`src/rtl/washer_pkg.sv`:
```
// Shared definitions for the washer front-panel key path: FSM states, key indices, defaults.
package washer_pkg;

  typedef enum logic [1:0] {
    IDLE     = 2'd0,
    HELD     = 2'd1,
    PWR_HELD = 2'd2,
    PWR_LONG = 2'd3
  } state_e;

  localparam int NUM_KEYS  = 4;
  localparam int KEY_POWER = 0;
  localparam int KEY_START = 1;
  localparam int KEY_MODE  = 2;
  localparam int KEY_LEVEL = 3;

  localparam int DEF_DEBOUNCE_CYCLES = 20000;
  localparam int DEF_CLICK_CYCLES    = 100000;
  localparam int DEF_LONG_CYCLES     = 2000000;

  // Isolates the lowest set bit, which is the highest-priority key.
  function automatic logic [NUM_KEYS-1:0] lowest_one(input logic [NUM_KEYS-1:0] v);
    return v & (~v + NUM_KEYS'(1));
  endfunction

endpackage

```
`src/rtl/washer_keypad_if.sv`:
```
// Panel buttons in, command pulses and acknowledge out.
interface washer_keypad_if;
  logic keyPower;
  logic keyStart;
  logic keyMode;
  logic keyLevel;
  logic powerPulse;
  logic powerLong;
  logic startPulse;
  logic modePulse;
  logic levelPulse;
  logic click;
  logic busy;

  modport master (
    output keyPower, keyStart, keyMode, keyLevel,
    input  powerPulse, powerLong, startPulse, modePulse, levelPulse, click, busy
  );

  modport slave (
    input  keyPower, keyStart, keyMode, keyLevel,
    output powerPulse, powerLong, startPulse, modePulse, levelPulse, click, busy
  );
endinterface

```
`src/rtl/key_debounce.sv`:
```
// Two-flop synchronizer plus debouncer for one raw button.
// Level flips after DEBOUNCE_CYCLES consecutive samples that disagree with it.
module key_debounce
  import washer_pkg::*;
#(
  parameter int DEBOUNCE_CYCLES = DEF_DEBOUNCE_CYCLES
) (
  input  logic cp,
  input  logic reset,
  input  logic key_raw,
  output logic key_deb
);

  localparam int CW = (DEBOUNCE_CYCLES > 1) ? $clog2(DEBOUNCE_CYCLES) : 1;

  logic [1:0]    sync_q, sync_d;
  logic          deb_q, deb_d;
  logic [CW-1:0] cnt_q, cnt_d;

  always_comb begin
    sync_d = {sync_q[0], key_raw};
    deb_d  = deb_q;
    cnt_d  = '0;
    if (sync_q[1] != deb_q) begin
      if (cnt_q == CW'(DEBOUNCE_CYCLES - 1)) begin
        deb_d = ~deb_q;
      end else begin
        cnt_d = cnt_q + 1'b1;
      end
    end
  end

  always_ff @(posedge cp) begin
    if (reset) begin
      sync_q <= '0;
      deb_q  <= 1'b0;
      cnt_q  <= '0;
    end else begin
      sync_q <= sync_d;
      deb_q  <= deb_d;
      cnt_q  <= cnt_d;
    end
  end

  assign key_deb = deb_q;

endmodule

```
`src/rtl/washer_keypad.sv`:
```
// Front-panel key block: debounces four buttons, accepts one press at a time,
// emits single-cycle command pulses (short/long on power) and a stretched click.
module washer_keypad
  import washer_pkg::*;
#(
  parameter int DEBOUNCE_CYCLES = DEF_DEBOUNCE_CYCLES,
  parameter int CLICK_CYCLES    = DEF_CLICK_CYCLES,
  parameter int LONG_CYCLES     = DEF_LONG_CYCLES
) (
  input logic            cp,
  input logic            reset,
  washer_keypad_if.slave kp
);

  localparam int HW  = (LONG_CYCLES > 1) ? $clog2(LONG_CYCLES) : 1;
  localparam int CKW = $clog2(CLICK_CYCLES + 1);

  logic [NUM_KEYS-1:0] key_raw, deb, rise;
  logic [NUM_KEYS-1:0] deb_prev_q, deb_prev_d;
  logic [NUM_KEYS-1:0] key_pulse_q, key_pulse_d;
  logic                long_q, long_d;
  state_e              state_q, state_d;
  logic [HW-1:0]       hold_cnt_q, hold_cnt_d;
  logic [CKW-1:0]      click_cnt_q, click_cnt_d;
  logic                click_load;

  assign key_raw[KEY_POWER] = kp.keyPower;
  assign key_raw[KEY_START] = kp.keyStart;
  assign key_raw[KEY_MODE]  = kp.keyMode;
  assign key_raw[KEY_LEVEL] = kp.keyLevel;

  for (genvar i = 0; i < NUM_KEYS; i++) begin : g_key
    key_debounce #(.DEBOUNCE_CYCLES(DEBOUNCE_CYCLES)) u_debounce (
      .cp      (cp),
      .reset   (reset),
      .key_raw (key_raw[i]),
      .key_deb (deb[i])
    );
  end

  assign rise = deb & ~deb_prev_q;

  always_comb begin
    state_d     = state_q;
    hold_cnt_d  = hold_cnt_q;
    key_pulse_d = '0;
    long_d      = 1'b0;
    click_load  = 1'b0;
    deb_prev_d  = deb;
    case (state_q)
      IDLE: begin
        if (rise[KEY_POWER]) begin
          state_d    = PWR_HELD;
          hold_cnt_d = '0;
          click_load = 1'b1;
        end else if (rise != '0) begin
          key_pulse_d = lowest_one(rise);
          state_d     = HELD;
          click_load  = 1'b1;
        end
      end
      HELD: begin
        if (deb == '0) state_d = IDLE;
      end
      PWR_HELD: begin
        // Reaching the threshold wins over a release seen in the same cycle.
        if (hold_cnt_q == HW'(LONG_CYCLES - 1)) begin
          long_d  = 1'b1;
          state_d = PWR_LONG;
        end else if (!deb[KEY_POWER]) begin
          key_pulse_d[KEY_POWER] = 1'b1;
          state_d                = HELD;
        end else begin
          hold_cnt_d = hold_cnt_q + 1'b1;
        end
      end
      PWR_LONG: begin
        if (!deb[KEY_POWER]) state_d = HELD;
      end
      default: state_d = IDLE;
    endcase

    if (click_load) begin
      click_cnt_d = CKW'(CLICK_CYCLES);
    end else if (click_cnt_q != '0) begin
      click_cnt_d = click_cnt_q - 1'b1;
    end else begin
      click_cnt_d = click_cnt_q;
    end
  end

  always_ff @(posedge cp) begin
    if (reset) begin
      state_q     <= IDLE;
      hold_cnt_q  <= '0;
      click_cnt_q <= '0;
      key_pulse_q <= '0;
      long_q      <= 1'b0;
      deb_prev_q  <= '0;
    end else begin
      state_q     <= state_d;
      hold_cnt_q  <= hold_cnt_d;
      click_cnt_q <= click_cnt_d;
      key_pulse_q <= key_pulse_d;
      long_q      <= long_d;
      deb_prev_q  <= deb_prev_d;
    end
  end

  assign kp.powerPulse = key_pulse_q[KEY_POWER];
  assign kp.powerLong  = long_q;
  assign kp.startPulse = key_pulse_q[KEY_START];
  assign kp.modePulse  = key_pulse_q[KEY_MODE];
  assign kp.levelPulse = key_pulse_q[KEY_LEVEL];
  assign kp.click      = (click_cnt_q != '0);
  assign kp.busy       = (state_q != IDLE);

endmodule

```
`src/flat_wrapper.sv`:
```
// flat-port wrapper written by rule: the top's interface ports become plain ports
module washer_keypad_flat import washer_pkg::*;
#(
  parameter int DEBOUNCE_CYCLES = DEF_DEBOUNCE_CYCLES,
  parameter int CLICK_CYCLES    = DEF_CLICK_CYCLES,
  parameter int LONG_CYCLES     = DEF_LONG_CYCLES
)
  (cp, reset, kp_keyPower, kp_keyStart, kp_keyMode, kp_keyLevel, kp_powerPulse, kp_powerLong, kp_startPulse, kp_modePulse, kp_levelPulse, kp_click, kp_busy);
  washer_keypad_if kp_i ();
  input logic cp;
  input logic reset;
  input wire logic [$bits(kp_i.keyPower)-1:0] kp_keyPower;
  input wire logic [$bits(kp_i.keyStart)-1:0] kp_keyStart;
  input wire logic [$bits(kp_i.keyMode)-1:0] kp_keyMode;
  input wire logic [$bits(kp_i.keyLevel)-1:0] kp_keyLevel;
  output wire logic [$bits(kp_i.powerPulse)-1:0] kp_powerPulse;
  output wire logic [$bits(kp_i.powerLong)-1:0] kp_powerLong;
  output wire logic [$bits(kp_i.startPulse)-1:0] kp_startPulse;
  output wire logic [$bits(kp_i.modePulse)-1:0] kp_modePulse;
  output wire logic [$bits(kp_i.levelPulse)-1:0] kp_levelPulse;
  output wire logic [$bits(kp_i.click)-1:0] kp_click;
  output wire logic [$bits(kp_i.busy)-1:0] kp_busy;
  assign kp_i.keyPower = kp_keyPower;
  assign kp_i.keyStart = kp_keyStart;
  assign kp_i.keyMode = kp_keyMode;
  assign kp_i.keyLevel = kp_keyLevel;
  assign kp_powerPulse = kp_i.powerPulse;
  assign kp_powerLong = kp_i.powerLong;
  assign kp_startPulse = kp_i.startPulse;
  assign kp_modePulse = kp_i.modePulse;
  assign kp_levelPulse = kp_i.levelPulse;
  assign kp_click = kp_i.click;
  assign kp_busy = kp_i.busy;
  washer_keypad #(.DEBOUNCE_CYCLES(DEBOUNCE_CYCLES), .CLICK_CYCLES(CLICK_CYCLES), .LONG_CYCLES(LONG_CYCLES)) u_core (.cp(cp), .reset(reset), .kp(kp_i));
endmodule
```
`config.mk`:
```
export PLATFORM = sky130hd
export DESIGN_NAME = washer_keypad_flat
export DESIGN_NICKNAME = d
export VERILOG_FILES = /design/src/rtl/washer_pkg.sv /design/src/rtl/washer_keypad_if.sv /design/src/rtl/key_debounce.sv /design/src/rtl/washer_keypad.sv /design/src/flat_wrapper.sv
export SDC_FILE = /design/constraint.sdc
export NUM_CORES = 1
export LEC_CHECK = 0
export ABC_AREA = 1
export CORE_MARGIN = 5
export CORE_UTILIZATION = 64
export CTS_BUF_LIST = sky130_fd_sc_hd__clkbuf_4 sky130_fd_sc_hd__clkbuf_8
export DETAILED_ROUTE_END_ITERATION = 8
export GPL_ROUTABILITY_DRIVEN = 0
export PLACE_DENSITY = 0.83
export SETUP_SLACK_MARGIN = 0.02
export SYNTH_ARGS = -nofsm -noshare
export SYNTH_HDL_FRONTEND = slang
export SYNTH_SLANG_ARGS = --single-unit
```
`constraint.sdc`:
```
create_clock -name cp -period 3.4 [get_ports cp]
set_clock_uncertainty 0.2 [all_clocks]
set_input_delay 1.02 -clock cp [delete_from_list [all_inputs] [get_ports cp]]
set_output_delay 1.02 -clock cp [all_outputs]
set_load 0.05 [all_outputs]
```
==> flow_summary.ini, run 1 <==
[outcome]
outcome = completed

[sta]
period_needed_ps = 3250
rsz0062_at_grt = no
finalMaxSlewViolations = 0
fmax_ghz = 0.307
relSlewSlack_pct = 25.4
fin_crit_sh_pct = 95.7
worst_pin_slew_ps = 1110
finalSetupTns_ps = 0
setup_viol = 0
finalHoldViolCount = 0

[critical_path]
reg2regPathDepth = 6
start_kind = flop
crit_required_ps = 2180
arrival_ps = 2030
path_class = reg -> out
slowest_stage = clkdlybuf4s50_1
critPathMaxStageDelay_ps = 830
path_depth = 3
crit_chain = nor2_1 > inv_1 > clkdlybuf4s50_1
cpLargestDelayFamily = buffers and inverters
end_kind = output pin
crit_fanout = 6
path_buf_inv = 2

[clock_network]
cts_tree = yes
post_cts_buffers = 0
clkLatencyLatePin_ps = 430
clkTransAtPathRegs_ps = 70
cts_buffer_depth = 2
clockRootBuffer = clkbuf_8
htreeDepth = 4
cts.sinks = 121
numCtsBuffers = 17

[logic_synthesis]
yosysWarnings = 0
netlist_area_um2 = 5780
synth_edf_count = 0
synth.avg_cell_area_um2 = 6.92
synth_seq_cells = 121
ys_seq_area_share_pct = 41.9
syn_inst = 835
ys_types = 35
syn_nets = 848
async_reset_ff_share_pct = 0
synth_ff_type = dfxtp_1

[place]
placed_cells = 941
placed_area_um2 = 5960
hpwl_um = 8180
port_buffers = 12

[global_route]
antenna_found_initial = 0
grt_use_total_pct = 22.5
grt_max_degree = 34
grt_util_met1_pct = 27.8
use_met2_pct = 38.6
grt_overflow = 0
grt_pass1_wl_um = 21300
first_global_vias = 5065
busiest_layer = met2
met3_usage_pct = 5.24

[min_path]
min_path_cells = 2
hold_class = reg -> reg

[layout]
mostFrequentLayoutCell = nand2_1
final_cell_mix = nand2_1, nor2_1, dfxtp_1
multi_input_area_um2 = 2850
fin_cells = 973
fillers = 695
drive_above_1_share_pct = 6.24
area_delta_synth_final_pct = 10.6
nets = 865
seqCellArea_um2 = 2420
diodes = 0
fin_area_um2 = 6390

[die]
coreArea_um2 = 8760
die_w_um = 105
num_rows = 34
die_area_um2 = 11000
start_util_pct = 66.0
ios = 13
die_h_um = 105

[drt]
viasPerCell = 5.42
vias = 5278
dr.pass1.iters = 5
drc = 0
drt_iter0_markers = 316
drt_wl_total_um = 11800
antenna_left = 0
wire_per_inst_um = 12.1

[power_and_ir_drop]
powerDensity_nw_per_um2 = 571
p_leak_nw = 2.38
vdd_drop_max_mv = 0.280

[job]
maxCapViolCount = 0
==> worst min-delay path, cell delays in order, from the launching register on <==
cell	delay, ps
dfxtp_1	300
inv_1	40
nor2_1	30
==> power by group <==
part | switching, mW | leakage [nW] | internal, mW
Combinational | 0.456 | 1.19 | 0.263
Sequential | 0.0595 | 0.979 | 1.50
Clock | 0.603 | 0.205 | 0.770
Total | 1.12 | 2.38 | 2.53
==> logic make-up after synthesis <==
logic type                 share of synthesized area (%)
AOI/OAI and AO/OA                                   7.94
xor gates and xnor gates                            3.64
adders and majority gates                           1.51
buffers and inverters                               8.87
DFF                                                 41.9
and+or+nand+nor                                     36.1
==> sequential cells by signal, summed over array words and instances (netlist names) <==
signal	cells
u_core.g_key.u_debounce.cnt_q	60
u_core.hold_cnt_q	21
u_core.click_cnt_q	17
u_core.g_key.u_debounce.sync_q	8
u_core.deb_prev_q	4
u_core.g_key.u_debounce.key_deb	4
u_core.key_pulse_q	4
u_core.state_q	2
u_core.kp.powerLong	1
==> through the flow <==
stage,utilization [%],power (mW),hold slack (ps),setup WS (ps)
after floorplan,-,2.16,188,926
after global placement,68.0,2.28,194,456
after detailed placement,68.0,2.30,197,368
after CTS,72.9,3.67,207,33.3
after global routing,72.9,3.85,210,32.4
final,72.9,3.65,205,146
==> path summary, 6_finish.rpt <==
kind | from | end | slack [ps]
hold reg to reg | u_core.g_key[0].u_debounce.sync_q[0] | u_core.g_key[0].u_debounce.sync_q[1] | 210
setup / recovery | u_core.state_q[0] | kp_busy | 150
hold / removal | u_core.g_key[0].u_debounce.sync_q[0] | u_core.g_key[0].u_debounce.sync_q[1] | 210
setup reg to reg | u_core.g_key[0].u_debounce.key_deb | u_core.hold_cnt_q[2] | 1180
==> final cells by class <==
| cell class | instances | area share [%] |
|---|---|---|
| multi-input combinational | 586 | 44.5 |
| inverter | 112 | 6.58 |
| timing repair buffer | 14 | 2.15 |
| clock inverter | 13 | 2.64 |
| tap | 108 | 2.11 |
| clock buffer | 19 | 4.09 |
| sequential | 121 | 37.9 |
==> cell usage after synthesis, types with 2 or more instances <==
cell / count / share of area [%]
or2_2: 6 / 0.65
a31oi_1: 4 / 0.43
nor2_2: 2 / 0.22
nor4_1: 6 / 0.65
dfxtp_1: 121 / 42
nor3_1: 27 / 2.3
a21oi_2: 3 / 0.45
nand2_1: 164 / 11
ha_1: 7 / 1.5
o21bai_1: 2 / 0.26
buf_2: 5 / 0.43
a211oi_1: 2 / 0.26
a21oi_1: 53 / 4.6
nor2_1: 155 / 10
clkbuf_1: 8 / 0.52
nor2_4: 2 / 0.39
buf_6: 2 / 0.39
nand3_1: 62 / 5.4
nor3b_1: 6 / 0.78
nand3b_1: 6 / 0.78
inv_2: 3 / 0.19
xnor2_1: 5 / 0.76
inv_1: 109 / 7.1
o21ai_0: 17 / 1.5
o211ai_1: 2 / 0.26
xor2_1: 19 / 2.9
nand4_1: 29 / 3.1
==> routing by layer <==
| metal | vias to the layer above | wire length, um |
|---|---|---|
| met5 | - | 0 |
| met4 | 0 | 210 |
| li1 | 2725 | - |
| met2 | 130 | 5690 |
| met1 | 2399 | 5360 |
| met3 | 24 | 556 |
==> repair_timing <==
item | 4_1_cts | 5_1_grt
setup endpoints to repair | 0 | 1
resized for setup | 0 | 1
hold buffers | 0 | 0
(Power assumes the default switching activity.)
==> inputs of run 2 (changes only) <==
CORE_UTILIZATION = 60   (was 64)
CTS_CLUSTER_DIAMETER = 80   (was unset)
PLACE_DENSITY = 0.78   (was 0.83)
==> flow_summary.ini, run 2 (synthesized netlist as in run 1, its figures left out) <==
[critical_path]
crit_required_ps = 2180
end_kind = output pin
path_class = reg -> out
crit_fanout = 5
reg2regPathDepth = 5
start_kind = flop
arrival_ps = 1730

[job]
maxCapViolCount = 0

[die]
num_rows = 35
start_util_pct = 62.0
die_h_um = 108
ios = 13
coreArea_um2 = 9330
die_area_um2 = 11700
die_w_um = 108

[place]
port_buffers = 12
placed_cells = 962
hpwl_um = 8450

[power_and_ir_drop]
p_leak_nw = 2.42
seq_power_share_pct = 41.4
power_frac_clock_pct = 39.4
internal_power_mw = 2.70
vdd_drop_max_mv = 0.437
combPwrFrac_pct = 19.2
powerDensity_nw_per_um2 = 584
net-switching-power_mw = 1.06
swShare_pct = 28.2

[layout]
largest_register_ffs = 60
nets = 865
fin_cells = 993
final_cell_mix = nand2_1, nor2_1, dfxtp_1
reg_top3 = u_core.g_key.u_debounce.cnt_q (60), u_core.hold_cnt_q (21), u_core.click_cnt_q (17)
drive_above_1_share_pct = 6.13
diodes = 0
fillers = 795
area_delta_synth_final_pct = 11.6
utilization_pct = 69.1
largest_register = u_core.g_key.u_debounce.cnt_q
mostFrequentLayoutCell = nand2_1

[drt]
drc = 0
viasPerCell = 5.35
drt_iter0_markers = 309
drt_wl_total_um = 11900
dr.pass1.iters = 5
wire_per_inst_um = 12.0
vias = 5312
antenna_left = 0

[clock_network]
cts_buffer_depth = 2
htreeDepth = 4
cts_hold_buf = 0
clkTransAtPathRegs_ps = 70
numCtsBuffers = 17
cts.sinks = 121
clockRootBuffer = clkbuf_8
clkLatencyLatePin_ps = 420
cts_tree = yes

[sta]
setup_viol = 0
relSlewSlack_pct = 26.8
fmax_ghz = 0.339
rsz0062_at_grt = no
finalMaxSlewViolations = 0
period_needed_ps = 2950
fin_crit_sh_pct = 86.9
finalSetupTns_ps = 0
finalHoldViolCount = 0
worst_pin_slew_ps = 1090

[global_route]
grt_overflow = 0
grt_pass1_wl_um = 21300
antenna_found_initial = 0
first_global_vias = 5157
grt_max_degree = 19
grt_use_total_pct = 22.0

[min_path]
hold_class = reg -> reg
min_path_cells = 2

[outcome]
outcome = completed
[run 2: path summary, 6_finish.rpt]
path / startpoint / endpoint / slack (ps)
worst max register to register: u_core.g_key[0].u_debounce.key_deb / u_core.click_cnt_q[1] / 1180
worst min-delay path: u_core.g_key[2].u_debounce.sync_q[0] / u_core.g_key[2].u_debounce.sync_q[1] / 210
worst min register to register: u_core.g_key[2].u_debounce.sync_q[0] / u_core.g_key[2].u_debounce.sync_q[1] / 210
worst max-delay path: u_core.click_cnt_q[10] / kp_click / 450
[run 2: per-layer routing]
layer	vias up	share of wire [%]	global-route usage [%]
met1	2458	44	25.3
met5	-	0	0
met2	123	50	39.6
met4	0	1.2	8.12
li1	2716	-	-
met3	15	4.5	5.13
[run 2: repair_timing]
| item | CTS | global route |
|---|---|---|
| setup buffers | 0 | 0 |
| gates resized for setup | 0 | 2 |
| endpoints found under the setup margin | 0 | 2 |
[run 2: layout make-up]
type | instances | area (um2) | share of cell area (%)
multi-input combinational | 586 | 2850 | 44.1
sequential | 121 | 2420 | 37.6
inverter | 112 | 420 | 6.52
tap | 129 | 161 | 2.50
clock buffer | 23 | 292 | 4.52
timing repair buffer | 14 | 140 | 2.17
clock inverter | 8 | 168 | 2.60
[run 2: per-stage QoR]
step	setup WS (ps)	cell area, um2	power [mW]	hold WS [ps]
CTS	26.2	6440	3.79	212
global placement	428	5990	2.27	191
floorplan	926	5780	2.16	188
finish	447	6450	3.77	207
detailed placement	387	5990	2.30	206
global route	337	6450	3.98	228
[run 2: power groups by stage]
stage | Combinational (mW) | Clock [mW] | Sequential (mW)
CTS | 0.719 | 1.51 | 1.56
finish | 0.722 | 1.48 | 1.56
detailed placement | 0.710 | 0 | 1.59
floorplan | 0.585 | 0 | 1.58
global route | 0.823 | 1.58 | 1.57
global placement | 0.687 | 0 | 1.59
[run 2: critical path, cell delays in order (launching register included)]
cell and delay [ps]:
dfxtp_1 330, nor2_1 150, nand2_1 80, nor2_1 260, nand4_1 150, dlymetal6s2s_1 340
==> inputs of run 3 (changes only) <==
ABC_AREA = 0   (was 1)
HOLD_SLACK_MARGIN = 0.06   (was unset)
PLACE_DENSITY = 0.79   (was 0.78)
==> flow_summary.ini, run 3 <==
[clock_network]
numCtsBuffers = 17
cts_buffer_depth = 2
cts_tree = yes
clockRootBuffer = clkbuf_8
clkTransAtPathRegs_ps = 70
htreeDepth = 4
cts.sinks = 121
cts_hold_buf = 0
clkLatencyLatePin_ps = 420

[layout]
diodes = 0
multi_input_area_um2 = 2920
fillers = 688
seqCellArea_um2 = 2430
mostFrequentLayoutCell = dfxtp_1
largest_register_ffs = 60
area_delta_synth_final_pct = 13.5
reg_top3 = u_core.g_key.u_debounce.cnt_q (60), u_core.hold_cnt_q (21), u_core.click_cnt_q (17)
largest_register = u_core.g_key.u_debounce.cnt_q
final_cell_mix = dfxtp_1, nor2_1, xor2_1
nets = 642
drive_above_1_share_pct = 14.5

[drt]
drc = 0
wire_per_inst_um = 13.8
drt_iter0_markers = 235
vias = 4251
dr.pass1.iters = 4
drt_wl_total_um = 10300
viasPerCell = 5.68
antenna_left = 0

[critical_path]
end_kind = output pin
path_class = reg -> out
critPathMaxStageDelay_ps = 480
crit_required_ps = 2180
r2r_slack_ps = 890
start_kind = flop
cpLargestDelayFamily = simple AND/OR/NAND/NOR gates
crit_fanout = 4
arrival_ps = 2090
path_buf_inv = 2
slowest_stage = or4b_4
crit_chain = inv_2 > ha_4 > or4b_4 > nor4_4 > nand3_2 > buf_8

[global_route]
first_global_vias = 4213
met3_usage_pct = 5.87
busiest_layer = met2
use_met2_pct = 32.8
grt_pass1_wl_um = 18400
grt_max_degree = 38
grt_util_met1_pct = 24.1
grt_use_total_pct = 19.8
grt_overflow = 0
antenna_found_initial = 0

[sta]
setup_viol = 0
fin_ws_ps = 89.0
finalMaxSlewViolations = 0
timing.hold.ws_ps = 235
relSlewSlack_pct = 59.2
period_needed_ps = 3310
finalHoldViolCount = 0
fin_crit_sh_pct = 97.4
worst_pin_slew_ps = 607
fmax_ghz = 0.302

[logic_synthesis]
synth_edf_count = 0
synth.area.top_cells = dfxtp_1, nor2_1, xor2_1
netlist_area_um2 = 5450
synth_area_leader_cell = dfxtp_1
synth.avg_cell_area_um2 = 8.95
syn_inst = 609
synth_seq_cells = 121
ys_seq_area_share_pct = 44.5
synth.most_common_cell = dfxtp_1
async_reset_ff_share_pct = 0
ys_types = 59
yosys.area.top_type_share_pct = 44.5
synth_commonest_cells = dfxtp_1, nor2_1, nand3_1, xor2_1, nand2_1
synth_ff_type = dfxtp_1
yosysWarnings = 0
syn_nets = 622

[place]
hpwl_um = 6810
port_buffers = 12
dp_slack_ps = 326

[outcome]
outcome = completed

[die]
ios = 13
die_area_um2 = 11100
die_h_um = 105
coreArea_um2 = 8810
die_w_um = 105
num_rows = 34
start_util_pct = 61.9

[power_and_ir_drop]
vdd_drop_max_mv = 0.373
p_leak_nw = 2.16
powerDensity_nw_per_um2 = 630
total_power_mw = 3.90

[min_path]
hold_class = reg -> reg

[job]
maxCapViolCount = 0
-- run 3: final timing paths --
path / start / endpoint / depth (start not counted)
setup / recovery: u_core.click_cnt_q[0] / kp_click / 6
hold / removal: u_core.g_key[2].u_debounce.sync_q[0] / u_core.g_key[2].u_debounce.sync_q[1] / 1
setup reg to reg: u_core.hold_cnt_q[0] / u_core.hold_cnt_q[15] / 7
hold reg to reg: u_core.g_key[2].u_debounce.sync_q[0] / u_core.g_key[2].u_debounce.sync_q[1] / 1
-- run 3: where the power goes --
group          internal, mW  switching [mW]
registers              1.50           0.103
logic                 0.349           0.399
clock network          1.00           0.539
-- run 3: routing by layer --
layer / wire (um) / vias to the layer above
li1: - / 2154
met1: 4640 / 1993
met2: 5040 / 79
met3: 414 / 25
met4: 201 / 0
met5: 0 / -
-- run 3: layout make-up --
type	instances	share of cell area, %
clock inverters	8	3.11
inverters	10	0.607
well taps	108	2.18
repair buffers	19	3.07
flip-flops and latches	121	39.2
clock buffers	23	4.61
multi-input cells	460	47.2
-- run 3: worst register-to-register path, cell delays in order, from the launching register on --
cell	delay [ps]
dfxtp_1	370
ha_1	260
nand2_1	160
nor4_4	80
and3_1	310
buf_4	260
or4_2	670
a21oi_2	150
-- run 3: repair_timing --
action	in CTS	in global routing
pin swaps	0	1
setup buffers	0	3
resized for setup	3	11
setup endpoints to repair	1	1
-- run 3: kinds of logic after synthesis --
logic type / count (synthesis) / synth area share [%]
DFF: 121 / 44.5
adders and majority gates: 7 / 1.61
and+or+nand+nor: 325 / 32.2
muxes: 5 / 0.919
AOI/OAI and AO/OA: 54 / 7.05
buffers and inverters: 28 / 2.71
xor gates and xnor gates: 69 / 11.1
-- run 3: metrics by stage --
| step | area (um2) | setup TNS, ps | utilization [%] | instances |
|---|---|---|---|---|
| floorplan | 5450 | 0 | - | 609 |
| global placement | 5630 | 0 | 64.0 | 715 |
| detailed placement | 5630 | 0 | 64.0 | 715 |
| CTS | 6130 | 0 | 69.6 | 746 |
| global route | 6190 | -10.8 | 70.3 | 749 |
| finish | 6190 | 0 | 70.3 | 749 |
